<file path="config.mk">
export PLATFORM = sky130hd
export DESIGN_NAME = pulse_sequencer_flat
export DESIGN_NICKNAME = d
export VERILOG_FILES = /design/src/rtl/pulse_sequencer_if.sv /design/src/rtl/pulse_sequencer.sv /design/src/flat_wrapper.sv
export SDC_FILE = /design/constraint.sdc
export NUM_CORES = 1
export LEC_CHECK = 0
export CAP_MARGIN = 20
export CORE_UTILIZATION = 59
export CTS_CLUSTER_DIAMETER = 120
export DETAILED_ROUTE_END_ITERATION = 16
export PLACE_DENSITY_LB_ADDON = 0.15
export SLEW_MARGIN = 20
export SYNTH_ARGS = -nofsm -noshare
export SYNTH_HDL_FRONTEND = slang
export SYNTH_SLANG_ARGS = --single-unit
</file>
<file path="constraint.sdc">
create_clock -name sys_clk -period 4.2 [get_ports sys_clk]
set_input_delay 0.84 -clock sys_clk [delete_from_list [all_inputs] [get_ports sys_clk]]
set_output_delay 0.84 -clock sys_clk [all_outputs]
set_load 0.02 [all_outputs]
</file>
<file path="src/rtl/pulse_sequencer_if.sv">
// UART byte stream in, generator settings/trigger and burst status out.
// master drives the receive side; slave is the sequencer.
interface pulse_sequencer_if;
    logic [7:0]  rx_data;
    logic        rx_valid;
    logic [20:0] pulse_width1;
    logic [20:0] pulse_width2;
    logic [20:0] pulse_gap;
    logic        trig_out;
    logic        busy;
    logic        done;
    logic        err;
    logic [7:0]  fire_cnt;

    modport master (
        output rx_data, rx_valid,
        input  pulse_width1, pulse_width2, pulse_gap,
        input  trig_out, busy, done, err, fire_cnt
    );

    modport slave (
        input  rx_data, rx_valid,
        output pulse_width1, pulse_width2, pulse_gap,
        output trig_out, busy, done, err, fire_cnt
    );
endinterface

</file>
<file path="src/rtl/pulse_sequencer.sv">
// Framed UART command parser plus burst trigger scheduler
// for the double-pulse generator.
module pulse_sequencer #(
    parameter int unsigned TRIG_LEN   = 4,
    parameter int unsigned TIMEOUT    = 500_000,
    parameter logic [20:0] DEF_W1     = 21'd999,
    parameter logic [20:0] DEF_W2     = 21'd999,
    parameter logic [20:0] DEF_GAP    = 21'd1999,
    parameter logic [23:0] DEF_PERIOD = 24'd5_000_000,
    parameter logic [23:0] MIN_PERIOD = 24'd100
) (
    input  logic              sys_clk,
    input  logic              sys_rst_n,
    pulse_sequencer_if.slave  bus
);
    typedef enum logic [2:0] {
        P_IDLE, P_OP, P_D2, P_D1, P_D0, P_CHK
    } p_state_t;

    typedef enum logic [1:0] {
        S_IDLE, S_FIRE, S_WAIT
    } s_state_t;

    localparam logic [23:0] TO_LAST = 24'(TIMEOUT - 1);
    localparam logic [7:0]  TL_LAST = 8'(TRIG_LEN - 1);

    p_state_t    p_state_q;
    logic [7:0]  op_q, d2_q, d1_q, d0_q, sum_q;
    logic [23:0] gap_cnt_q;

    logic [20:0] w1_q, w2_q, gap_q;
    logic [23:0] period_q;
    logic [7:0]  count_q;

    s_state_t    s_state_q;
    logic [23:0] per_cnt_q;
    logic [7:0]  tl_cnt_q;
    logic [7:0]  fire_cnt_q;
    logic        trig_q, busy_q, done_q, err_q;

    logic        rx_v;
    logic [7:0]  rx_b;
    logic [23:0] data_w;
    logic        timeout, frame_ok, chk_bad;
    logic        op_wr, op_start, op_stop;
    logic        exec_wr, do_start, do_stop, cmd_err;
    logic        per_last, burst_end;

    assign rx_v   = bus.rx_valid;
    assign rx_b   = bus.rx_data;
    assign data_w = {d2_q, d1_q, d0_q};

    assign timeout  = (p_state_q != P_IDLE) && !rx_v
                    && (gap_cnt_q == TO_LAST);
    assign frame_ok = (p_state_q == P_CHK) && rx_v
                    && (rx_b == sum_q);
    assign chk_bad  = (p_state_q == P_CHK) && rx_v
                    && (rx_b != sum_q);

    always_comb begin
        op_wr    = 1'b0;
        op_start = 1'b0;
        op_stop  = 1'b0;
        unique case (1'b1)
            (op_q >= 8'h01 && op_q <= 8'h05): op_wr    = 1'b1;
            (op_q == 8'h10):                  op_start = 1'b1;
            (op_q == 8'h11):                  op_stop  = 1'b1;
            default: ;
        endcase
    end

    // Only stop is honoured mid-burst; everything else is refused.
    assign exec_wr  = frame_ok && op_wr && !busy_q;
    assign do_start = frame_ok && op_start && !busy_q;
    assign do_stop  = frame_ok && op_stop && busy_q;
    assign cmd_err  = frame_ok && (busy_q ? !op_stop
                    : !(op_wr || op_start || op_stop));

    always_ff @(posedge sys_clk or negedge sys_rst_n) begin
        if (!sys_rst_n) begin
            p_state_q <= P_IDLE;
            op_q      <= 8'd0;
            d2_q      <= 8'd0;
            d1_q      <= 8'd0;
            d0_q      <= 8'd0;
            sum_q     <= 8'd0;
            gap_cnt_q <= 24'd0;
        end else begin
            if (rx_v || p_state_q == P_IDLE) gap_cnt_q <= 24'd0;
            else                             gap_cnt_q <= gap_cnt_q + 24'd1;

            if (timeout) begin
                p_state_q <= P_IDLE;
            end else if (rx_v) begin
                case (p_state_q)
                    P_IDLE: if (rx_b == 8'h55) p_state_q <= P_OP;
                    P_OP: begin
                        op_q      <= rx_b;
                        sum_q     <= rx_b;
                        p_state_q <= P_D2;
                    end
                    P_D2: begin
                        d2_q      <= rx_b;
                        sum_q     <= sum_q + rx_b;
                        p_state_q <= P_D1;
                    end
                    P_D1: begin
                        d1_q      <= rx_b;
                        sum_q     <= sum_q + rx_b;
                        p_state_q <= P_D0;
                    end
                    P_D0: begin
                        d0_q      <= rx_b;
                        sum_q     <= sum_q + rx_b;
                        p_state_q <= P_CHK;
                    end
                    default: p_state_q <= P_IDLE;
                endcase
            end
        end
    end

    always_ff @(posedge sys_clk or negedge sys_rst_n) begin
        if (!sys_rst_n) begin
            w1_q     <= DEF_W1;
            w2_q     <= DEF_W2;
            gap_q    <= DEF_GAP;
            period_q <= DEF_PERIOD;
            count_q  <= 8'd1;
            err_q    <= 1'b0;
        end else begin
            err_q <= timeout | chk_bad | cmd_err;
            if (exec_wr) begin
                case (op_q)
                    8'h01: w1_q  <= data_w[20:0];
                    8'h02: w2_q  <= data_w[20:0];
                    8'h03: gap_q <= data_w[20:0];
                    8'h04: period_q <= (data_w < MIN_PERIOD)
                                     ? MIN_PERIOD : data_w;
                    default: count_q <= d0_q;
                endcase
            end
        end
    end

    assign per_last  = (per_cnt_q == period_q - 24'd1);
    assign burst_end = (count_q != 8'd0) && (fire_cnt_q == count_q);

    // Period counter starts at 0 on every S_FIRE entry, so edges are period apart.
    always_ff @(posedge sys_clk or negedge sys_rst_n) begin
        if (!sys_rst_n) begin
            s_state_q  <= S_IDLE;
            per_cnt_q  <= 24'd0;
            tl_cnt_q   <= 8'd0;
            fire_cnt_q <= 8'd0;
            trig_q     <= 1'b0;
            busy_q     <= 1'b0;
            done_q     <= 1'b0;
        end else begin
            done_q <= 1'b0;
            if (do_stop) begin
                s_state_q <= S_IDLE;
                trig_q    <= 1'b0;
                busy_q    <= 1'b0;
                done_q    <= 1'b1;
            end else begin
                case (s_state_q)
                    S_IDLE: if (do_start) begin
                        s_state_q  <= S_FIRE;
                        busy_q     <= 1'b1;
                        trig_q     <= 1'b1;
                        fire_cnt_q <= 8'd1;
                        per_cnt_q  <= 24'd0;
                        tl_cnt_q   <= 8'd0;
                    end
                    S_FIRE: begin
                        per_cnt_q <= per_cnt_q + 24'd1;
                        tl_cnt_q  <= tl_cnt_q + 8'd1;
                        if (tl_cnt_q == TL_LAST) begin
                            trig_q    <= 1'b0;
                            s_state_q <= S_WAIT;
                        end
                    end
                    S_WAIT: begin
                        if (!per_last) begin
                            per_cnt_q <= per_cnt_q + 24'd1;
                        end else if (burst_end) begin
                            s_state_q <= S_IDLE;
                            busy_q    <= 1'b0;
                            done_q    <= 1'b1;
                        end else begin
                            s_state_q  <= S_FIRE;
                            trig_q     <= 1'b1;
                            fire_cnt_q <= fire_cnt_q + 8'd1;
                            per_cnt_q  <= 24'd0;
                            tl_cnt_q   <= 8'd0;
                        end
                    end
                    default: s_state_q <= S_IDLE;
                endcase
            end
        end
    end

    assign bus.pulse_width1 = w1_q;
    assign bus.pulse_width2 = w2_q;
    assign bus.pulse_gap    = gap_q;
    assign bus.trig_out     = trig_q;
    assign bus.busy         = busy_q;
    assign bus.done         = done_q;
    assign bus.err          = err_q;
    assign bus.fire_cnt     = fire_cnt_q;
endmodule
</file>
<file path="src/flat_wrapper.sv">
// flat-port wrapper written by rule: the top's interface ports become plain ports
module pulse_sequencer_flat 
#(
    parameter int unsigned TRIG_LEN   = 4,
    parameter int unsigned TIMEOUT    = 500_000,
    parameter logic [20:0] DEF_W1     = 21'd999,
    parameter logic [20:0] DEF_W2     = 21'd999,
    parameter logic [20:0] DEF_GAP    = 21'd1999,
    parameter logic [23:0] DEF_PERIOD = 24'd5_000_000,
    parameter logic [23:0] MIN_PERIOD = 24'd100
)
  (sys_clk, sys_rst_n, bus_rx_data, bus_rx_valid, bus_pulse_width1, bus_pulse_width2, bus_pulse_gap, bus_trig_out, bus_busy, bus_done, bus_err, bus_fire_cnt);
  pulse_sequencer_if bus_i ();
  input  logic sys_clk;
  input  logic sys_rst_n;
  input wire logic [$bits(bus_i.rx_data)-1:0] bus_rx_data;
  input wire logic [$bits(bus_i.rx_valid)-1:0] bus_rx_valid;
  output wire logic [$bits(bus_i.pulse_width1)-1:0] bus_pulse_width1;
  output wire logic [$bits(bus_i.pulse_width2)-1:0] bus_pulse_width2;
  output wire logic [$bits(bus_i.pulse_gap)-1:0] bus_pulse_gap;
  output wire logic [$bits(bus_i.trig_out)-1:0] bus_trig_out;
  output wire logic [$bits(bus_i.busy)-1:0] bus_busy;
  output wire logic [$bits(bus_i.done)-1:0] bus_done;
  output wire logic [$bits(bus_i.err)-1:0] bus_err;
  output wire logic [$bits(bus_i.fire_cnt)-1:0] bus_fire_cnt;
  assign bus_i.rx_data = bus_rx_data;
  assign bus_i.rx_valid = bus_rx_valid;
  assign bus_pulse_width1 = bus_i.pulse_width1;
  assign bus_pulse_width2 = bus_i.pulse_width2;
  assign bus_pulse_gap = bus_i.pulse_gap;
  assign bus_trig_out = bus_i.trig_out;
  assign bus_busy = bus_i.busy;
  assign bus_done = bus_i.done;
  assign bus_err = bus_i.err;
  assign bus_fire_cnt = bus_i.fire_cnt;
  pulse_sequencer #(.TRIG_LEN(TRIG_LEN), .TIMEOUT(TIMEOUT), .DEF_W1(DEF_W1), .DEF_W2(DEF_W2), .DEF_GAP(DEF_GAP), .DEF_PERIOD(DEF_PERIOD), .MIN_PERIOD(MIN_PERIOD)) u_core (.sys_clk(sys_clk), .sys_rst_n(sys_rst_n), .bus(bus_i));
endmodule
</file>
Word-level counts from Yosys, hierarchy flattened

Cells that the tools add are included.

Register bits: 208
Latch bits: 0
Bits in writable memories: 0
Memory bits (read-only): 0
Input bits: 11
Output and inout port bits: 75
Logic and storage cells: 157
Memories: 0

$add $sub $neg: 6
Multipliers: 0
Divide/modulo/power cells: 0
$lt $le $gt $ge: 3
Eq/ne operators: 30
Shifts and indexed selects: 0
Multiplexer cells: 43
Bitwise logic cells: 5
Reductions and logical operators: 50

Operators with widths:

| operator                                                                 | number |
|---|---|
| 24-bit 2-to-1 mux                                                        | 5 |
| 24-bit one-hot mux with 3 select lines                                   | 1 |
| 24-bit by 1-bit adder with 24-bit output (second input constant)         | 2 |
| 8-bit 2-to-1 mux                                                         | 6 |
| 8-bit one-hot mux with 2 select lines                                    | 2 |
| 24-bit by 19-bit == test with 1-bit output (second input constant)       | 1 |
| 24-bit == test                                                           | 1 |
| 8-bit by 2-bit == test with 1-bit output (second input constant)         | 3 |
| 24-bit by 7-bit < comparator with 1-bit output (second input constant)   | 1 |
| 8-bit one-hot mux with 3 select lines                                    | 1 |
| 24-bit by 1-bit subtractor with 24-bit output (second input constant)    | 1 |
| 3-bit AND reduction                                                      | 6 |
| 1-bit 2-to-1 mux                                                         | 17 |
| 8-bit by 1-bit adder with 8-bit output (second input constant)           | 2 |
| 8-bit by 5-bit == test with 1-bit output (second input constant)         | 2 |
| 8-bit == test                                                            | 2 |
| 3-bit one-hot mux with 5 select lines                                    | 1 |
| 5-bit AND reduction                                                      | 3 |
| 1-bit logical AND                                                        | 14 |
| 3-bit by 1-bit inequality test with 1-bit output (second input constant) | 4 |
| 2-bit AND reduction                                                      | 6 |
| 3-bit 2-to-1 mux                                                         | 3 |
| 3-bit nonzero test                                                       | 3 |
| 8-bit adder                                                              | 1 |
| 31 further kinds                                                         | 49 |

Depth between registers and ports, before layout

Gate-level depths: netlist of the first run.

Depth after elaboration: 9
Depth in mapped cells: 12

Worst setup path before layout of the first run

OpenSTA, ideal clock, no wires.

Path kind: input to register
Start point: input port bus_rx_data[5]
End point: register u_core.w2_q[11], in the netlist u_core.bus.pulse_width2[11]
Setup time: 0.125 ns
Arrival time: 3.274 ns
Data required time: 4.075 ns
Path slack: 0.801 ns
Stages on the path: 8
Buffers on the path: 1
Cells stage by stage: ha_1 > nor4_1 > nand4_1 > nor4_1 > nor4bb_1 > nor2b_1 > clkbuf_1 > mux2_2

Cells in the longest elaborated chain, start to end: 5

RTL lines:

| element                        | line                   | text |
|---|---|---|
| from (decl)                    | flat_wrapper.sv:16     | `input wire logic [$bits(bus_i.rx_data)-1:0] bus_rx_data;` |
| 8-bit == test                  | pulse_sequencer.sv:56  | `&& (rx_b == sum_q);` |
| 1-bit logical AND              | pulse_sequencer.sv:56  |  |
| 1-bit logical AND (2 in a row) | pulse_sequencer.sv:73  | `assign exec_wr = frame_ok && op_wr && !busy_q;` |
| 2-bit AND reduction (no line)  | n/a                    |  |
| to (signal assigned)           | pulse_sequencer.sv:136 | `8'h02: w2_q <= data_w[20:0];` |
| to (decl)                      | pulse_sequencer.sv:31  | `logic [20:0] w1_q, w2_q, gap_q;` |

No other way between the ends.
A chain may end at the register's enable or synchronous reset.

Worst setup path in the final report of the first run

Start point: input port bus_rx_data[6]
End point: register u_core.per_cnt_q[3]

Cells in the longest elaborated chain, start to end: 6
Elaborated cells on any way between the ends: 9
Those cells by class: eq/ne: 2; bitwise: 1; reduce/logical: 6

RTL lines:

| element                                                                                             | line                                         | text |
|---|---|---|
| 8-bit == test *                                                                                     | pulse_sequencer.sv:56                        |  |
| 1-bit logical AND *                                                                                 | pulse_sequencer.sv:56                        |  |
| 1-bit logical AND (on tied branches) (2 in a row)                                                   | pulse_sequencer.sv:74, pulse_sequencer.sv:75 |  |
| 2-bit by 1-bit inequality test with 1-bit output (no line) / 1-bit inverter (equally long branches) | n/a                                          |  |
| 4-bit AND reduction (no line) *                                                                     | n/a                                          |  |
| to (signal assigned)                                                                                | pulse_sequencer.sv:177                       | `per_cnt_q <= per_cnt_q + 24'd1;` |
| to (signal assigned)                                                                                | pulse_sequencer.sv:186                       | `per_cnt_q <= per_cnt_q + 24'd1;` |
| to (decl)                                                                                           | pulse_sequencer.sv:36                        | `logic [23:0] per_cnt_q;` |

Mark *: on every way between the ends. The rest lies on a longest branch, timed or not.

==> metrics.md, run 1 <==
| Metric | Value |
|---|---|
| Run status | complete, no violations |
| Setup bufs post-CTS | 0 |
| 1st-iter DRT viols | 464 |
| Worst Tran Pin Value | 0.8876 ns |
| Nets | 1136 |
| Core area | 18020 um^2 |
| Remaining DRCs | 0 |
| Sequential share of the synthesized area | 0.4832 |
| RSZ-0062 raised after global routing | false |
| Synth Warn # | 0 |
| Via count | 8309 |
| FFs w/ async S/R, synth | 1.000 |
| P_leak | 0.005607 uW |
| CTS root buf | clkbuf_16 |
| Endpoints failing setup | 0 |
| Via density per instance | 6.141 |
| TNS Setup | 0 ns |
| Syn Area/Cell | 10.68 um^2 |
| Synth Instances | 1017 |
| Initial DRT Pass Iterations | 5 |
| Total CTS buffers | 23 |
| Worst hold path type | input port to asynchronous set/reset pin |
| Hold Buf Count CTS | 0 |
| Area Overhead vs Synth | 17.59% |
| Relative max-transition margin | 0.4083 |
| Routed len/inst | 19.04 um |
| Die W | 137.7 um |
| Diodes inserted | 0 |
| PwrDens | 502.5 nW/um^2 |
| Resize count post-CTS | 0 |
| # rows | 49 |
| Post-synth EDFFs | 0 |
| Clock Latency Late Sink | 0.52 ns |
| Clock period minus worst slack | 3.555 ns |
| DPL Wire Length | 17.89 mm |
| Initial antenna violation count | 0 |
| Setup crit start kind | input port |
| CP Class | input port to flop |
| Full die area | 18950 um^2 |
| Pin count of the biggest net entering global routing | 115 |
| Slew Limit Fails | 0 |
| Port Buffers | 85 |
| Crit Path Max Fanout | 10 |
| Routability cong. | 0.8972 |
| Period utilization | 0.8465 |
| Initial Util | 0.6025 |
| Total Routing Usage GR | 0.2791 |
| Number of global-route vias before repair | 7962 |
| Clk buf depth | 3 |
| Crit-path slowest cell | or3_1 |
| Share of layout cells above drive strength 1 | 0.2331 |
| Sink Count | 208 |
| Synthesized Nets | 1046 |
| Post-synth cell types | 79 |
| Grt ovf | 0 |
| CP delay by family, top | simple AND/OR/NAND/NOR gates |
| Die Ht | 137.7 um |
| Post-route ant nets | 0 |
| Synthesized flop and latch total | 208 |
| Critical path capture point type | flop |
| Wirelength, routed | 25.76 mm |
| VDD IR max | 0.0004527 V |
| Crit path buf inv count | 1 |
| Dominant synthesized flop cell | dfrtp_1 |
| Fin. Hold Viols | 0 |
| Layout fillers | 1312 |
| CTS tree | yes |
| Worst Path Arrival | 3.96 ns |
| Htree depth | 1 |
| CP required | 4.61 ns |
| Max frequency | 0.2813 GHz |
| CP max stage delay | 0.47 ns |
| Total power | 6417 uW |
| Crit-path cells | clkdlybuf4s50_1 -> ha_1 -> nor4_1 -> nand4_1 -> or3_1 -> nand2_1 -> nand3b_2 -> nor2_1 -> nand2_2 -> a221o_2 |
| Mapped Area | 10860 um^2 |
| Fin Clk Skew | 0.01268 ns |
| Max_cap viols | 0 |
| Io pins | 86 |
| Reg clk slew, reported paths | 0.06 ns |
| First-pass GRT wire length | 41.10 mm |
==> cells in the final DEF (no fill, tap or decap), types with 6 or more instances in the layout <==
| master | Yosys | routed |
|---|---|---|
| a211oi_1 | 9 | 9 |
| nand2b_1 | 7 | 7 |
| buf_4 | 2 | 23 |
| a221o_1 | 6 | 6 |
| clkbuf_8 | 0 | 6 |
| nand4_1 | 15 | 15 |
| nor3_1 | 28 | 28 |
| inv_1 | 25 | 25 |
| xor2_1 | 33 | 33 |
| or3_1 | 17 | 17 |
| a21oi_1 | 32 | 32 |
| clkbuf_16 | 0 | 23 |
| clkbuf_1 | 29 | 6 |
| and3_1 | 16 | 16 |
| dfrtp_1 | 174 | 174 |
| ha_1 | 17 | 17 |
| o211ai_1 | 15 | 15 |
| nand3b_1 | 7 | 7 |
| mux2i_1 | 8 | 8 |
| or4_1 | 10 | 10 |
| and3_2 | 7 | 7 |
| dfstp_2 | 34 | 34 |
| xnor2_1 | 25 | 25 |
| o21ai_0 | 62 | 62 |
| nand2_1 | 61 | 61 |
| nand3_1 | 48 | 48 |
| nor4_1 | 20 | 19 |
| or2_2 | 14 | 14 |
| clkdlybuf4s50_1 | 0 | 84 |
| nor2_1 | 71 | 70 |
| mux2_2 | 120 | 120 |
==> worst reg2reg max path, delay by kind of cell (launching register included) <==
| kind | cells | cell delay (ns) |
|---|---|---|
| buf+inv | 1 | 0.09 |
| flops | 1 | 0.45 |
| simple gates | 4 | 1.44 |
| fa+ha+maj | 1 | 0.21 |
| compound gates | 4 | 1.24 |
==> power breakdown <==
part / internal, uW / switching (uW) / total, uW
clock network: 1230 / 809 / 2040
registers: 2290 / 525 / 2820
logic: 680 / 883 / 1560
==> final cells by class <==
class	count	area (um^2)	share of cell area
multi-input combinational	739	5303	0.4152
timing repair buffer	110	1067	0.08357
clock buffer	34	666.9	0.05222
sequential	208	5248	0.4109
inverter	25	93.84	0.007348
clock inverter	8	106.4	0.008328
tap	229	286.5	0.02244
==> final timing paths <==
kind,cells past startpoint,startpoint,slack (ns),end
max in group asynchronous,2,sys_rst_n,2.78,u_core.sum_q[6]
worst max-delay path,10,bus_rx_data[6],0.64,u_core.per_cnt_q[3]
worst min register to register,1,u_core.gap_cnt_q[0],0.48,u_core.gap_cnt_q[0]
worst min-delay path,1,sys_rst_n,0.44,u_core.per_cnt_q[10]
min in group sys_clk,1,u_core.gap_cnt_q[0],0.48,u_core.gap_cnt_q[0]
worst max register to register,10,u_core.period_q[0],0.67,u_core.bus.trig_out
==> Yosys cell counts, types with 3 or more instances <==
cell,count,share of area
nor2_1,71,0.025
and4_2,3,0.0028
a21boi_0,4,0.0028
mux2_2,120,0.12
nor4b_1,5,0.0040
ha_1,17,0.020
clkbuf_1,29,0.010
xor2_1,33,0.027
o31ai_1,3,0.0021
xnor2_1,25,0.020
and3_1,16,0.0092
a211oi_1,9,0.0062
buf_6,5,0.0052
and4_1,4,0.0032
and3_2,7,0.0048
nor3_1,28,0.013
mux2i_1,8,0.0074
or3_1,17,0.0098
o211ai_1,15,0.010
nand3b_1,7,0.0048
nand2b_1,7,0.0040
buf_1,6,0.0021
and2_1,3,0.0017
nand4_1,15,0.0086
a21o_1,5,0.0035
nor4_1,20,0.012
nand4b_1,5,0.0040
dfrtp_1,174,0.40
a31oi_1,3,0.0017
a211o_1,5,0.0040
or4_1,10,0.0069
a221o_1,6,0.0055
dfstp_2,34,0.082
or2_2,14,0.0081
nor2b_1,5,0.0029
inv_1,25,0.0086
nand3_1,48,0.022
a21oi_1,32,0.015
nand2_1,61,0.021
o21ai_0,62,0.029
==> cells by family after synthesis <==
logic type                 Yosys count  synth area share
xor gates and xnor gates            58           0.04677
muxes                              128            0.1318
DFF                                208            0.4832
adders and majority gates           18           0.02143
and+or+nand+nor                    363            0.1854
AOI/OAI and AO/OA                  172            0.1018
buffers and inverters               70           0.02961
==> stage by stage <==
| step | setup WS (ns) | cells | hold WS [ns] | util | instance area (um^2) |
|---|---|---|---|---|---|
| after floorplan | 0.8014 | 1017 | 0.4538 | - | 10860 |
| after global placement | 0.1778 | 1311 | 0.4725 | 0.6656 | 12000 |
| after detailed placement | 0.1166 | 1311 | 0.4817 | 0.6656 | 12000 |
| after CTS | 0.6647 | 1353 | 0.4816 | 0.7085 | 12770 |
| after global routing | 0.4482 | 1353 | 0.5186 | 0.7085 | 12770 |
| final | 0.6447 | 1353 | 0.4365 | 0.7085 | 12770 |
==> layer usage <==
layer / global-route usage / vias up / routed length (um)
li1: - / 3903 / -
met1: 0.3778 / 4172 / 11350
met2: 0.4668 / 200 / 12880
met3: 0.04599 / 34 / 1058
met4: 0.06838 / 0 / 469
met5: 0 / - / 0
==> flip-flops by register name (all words and copies together), names as in the netlist, 21 cells and up <==
name and flops:
u_core.gap_cnt_q 24, u_core.per_cnt_q 24, u_core.period_q 24, u_core.bus.pulse_gap 21
u_core.bus.pulse_width1 21, u_core.bus.pulse_width2 21
(Power assumes the default switching activity.)
==> run 2: changes to the inputs <==
==> constraint.sdc (replaced) <==
create_clock -name sys_clk -period 3.3 [get_ports sys_clk]
set_input_delay 0.66 -clock sys_clk [delete_from_list [all_inputs] [get_ports sys_clk]]
set_output_delay 0.66 -clock sys_clk [all_outputs]
set_load 0.02 [all_outputs]
==> metrics.md, run 2 (synthesis gave the netlist of run 1 again) <==
| Metric | Value |
|---|---|
| Run status | complete, no violations |
| CP max stage delay | 0.50 ns |
| Total Routing Usage GR | 0.2917 |
| CTS tree | yes |
| Reg clk slew, reported paths | 0.06 ns |
| Layout fillers | 1249 |
| Grt ovf | 0 |
| Full die area | 18950 um^2 |
| 1st-iter DRT viols | 430 |
| Commonest non-fill, non-tap cell in the layout | dfrtp_1 |
| Internal reg-to-reg setup slack | 0.15 ns |
| Initial Util | 0.6025 |
| Dpl ws | -0.5360 ns |
| RSZ-0062 raised after global routing | true |
| Regs by FF count | u_core.gap_cnt_q: 24 flops, u_core.per_cnt_q: 24 flops, u_core.period_q: 24 flops |
| VDD IR max | 0.0006057 V |
| Worst Path Arrival | 3.62 ns |
| Slew Limit Fails | 0 |
| CTS root buf | clkbuf_16 |
| Setup slack after layout | 0.1116 ns |
| Core area | 18020 um^2 |
| Remaining DRCs | 0 |
| Clock Latency Late Sink | 0.53 ns |
| Routability cong. | 0.9366 |
| Diodes inserted | 0 |
| Setup crit start kind | input port |
| Max frequency | 0.3136 GHz |
| Post-Layout Cell Count | 1401 |
| Post-route ant nets | 0 |
| Period utilization | 0.9662 |
| Grt met2 use | 0.4911 |
| Max_cap viols | 0 |
| Htree depth | 1 |
| Relative max-transition margin | 0.5800 |
| Initial DRT Pass Iterations | 5 |
| Clk buf depth | 3 |
| Final Cell Area | 13400 um^2 |
| CP required | 3.73 ns |
| Met1 GRT Util | 0.3944 |
| Busiest grt layer | met2 |
| TNS Setup | 0 ns |
| DPL Wire Length | 18.80 mm |
| Total CTS buffers | 24 |
| Highest-count cells in the layout ignoring fill and taps | dfrtp_1 (173), mux2_2 (120), clkdlybuf4s50_1 (84), nor2_1 (68), buf_4 (66) |
| Crit-path slowest cell | or4_1 |
| Hold slack | 0.1124 ns |
| P_leak | 0.005944 uW |
| Crit-path cells | clkdlybuf4s50_1 -> ha_1 -> nor4_2 -> nand4_1 -> or3_4 -> or3_1 -> a21o_1 -> or4_1 -> a221oi_2 |
| Share of layout cells above drive strength 1 | 0.2799 |
| Area Overhead vs Synth | 23.40% |
| Hold Buf Count CTS | 0 |
| Endpoints failing setup | 0 |
| Critical path capture point type | flop |
| Die Ht | 137.7 um |
| Nets | 1183 |
| Sink Count | 208 |
| Number of global-route vias before repair | 8239 |
| Fin. Hold Viols | 0 |
| CP Class | input port to flop |
| Clock period minus worst slack | 3.188 ns |
| Initial antenna violation count | 0 |
| Placed Cells | 1354 |
| Worst hold path type | input port to asynchronous set/reset pin |
| Crit Path Max Fanout | 4 |
| PwrDens | 658.4 nW/um^2 |
| Die W | 137.7 um |
| Port Buffers | 85 |
| Worst Tran Pin Value | 0.6141 ns |
| # rows | 49 |
| Routed len/inst | 19.28 um |
| Met3 GRT Util | 0.03348 |
| Dpl cell area | 12360 um^2 |
| Fin Clk Skew | 0.01533 ns |
| Via density per instance | 6.098 |
| Wirelength, routed | 27.01 mm |
| First-pass GRT wire length | 42.94 mm |
| Via count | 8543 |
| Pin count of the biggest net entering global routing | 70 |
| Io pins | 86 |
[run 2: cell count changes in the layout (fill, tap and decap cells not counted), moves of 2 or more]
cell / delta
buf_4: +43
nor2_2: +2
nor2_1: -2
clkbuf_8: +3
nor4_2: +3
buf_12: +3
nor4_1: -4
clkbuf_1: -2
bufinv_16: +2
[run 2: power by group]
part           leakage, uW  internal [uW]  switching [uW]  total [uW]
Combinational      0.00283           1070            1240        2310
Sequential         0.00267           2920             668        3580
Clock             0.000438           1840            1080        2920
[run 2: area by class of cell]
class	count	area, um^2	area share
multi-input combinational	739	5428	0.4050
sequential	208	5249	0.3917
timing repair buffer	156	1450	0.1082
clock buffer	36	725.7	0.05415
tap	229	286.5	0.02138
clock inverter	8	168.9	0.01260
inverter	25	93.84	0.007002
[run 2: repair_timing]
item                       CTS  global route
pin swaps                    0             6
setup endpoints to repair    1            84
resized for setup            1            21
setup buffers                0             3
[run 2: per-stage QoR]
step / power (uW) / util
after floorplan: 4842 / -
after global placement: 5722 / 0.6856
after detailed placement: 5812 / 0.6856
after CTS: 8757 / 0.7356
after global routing: 9233 / 0.7435
final: 8824 / 0.7435
[run 2: path summary, 6_finish.rpt]
path	startpoint	to	cells after the start
max	bus_rx_data[3]	u_core.bus.trig_out	9
min in group sys_clk	u_core.gap_cnt_q[0]	u_core.gap_cnt_q[0]	1
max in group asynchronous	sys_rst_n	u_core.period_q[22]	2
min reg2reg	u_core.gap_cnt_q[0]	u_core.gap_cnt_q[0]	1
max reg2reg	u_core.period_q[0]	u_core.per_cnt_q[13]	12
min	sys_rst_n	u_core.per_cnt_q[18]	1
[run 2: layer usage]
metal,routed length (um),part of all wire,up-vias
li1,-,-,3996
met4,664,0.025,0
met1,11900,0.44,4287
met5,0,0,-
met2,13480,0.50,207
met3,965,0.036,53
[run 2: critical path: cells and delay by family]
family / cells / cell delay (ns)
buf+inv: 1 / 0.42
simple gates: 5 / 1.72
compound gates: 2 / 0.43
fa+ha+maj: 1 / 0.37
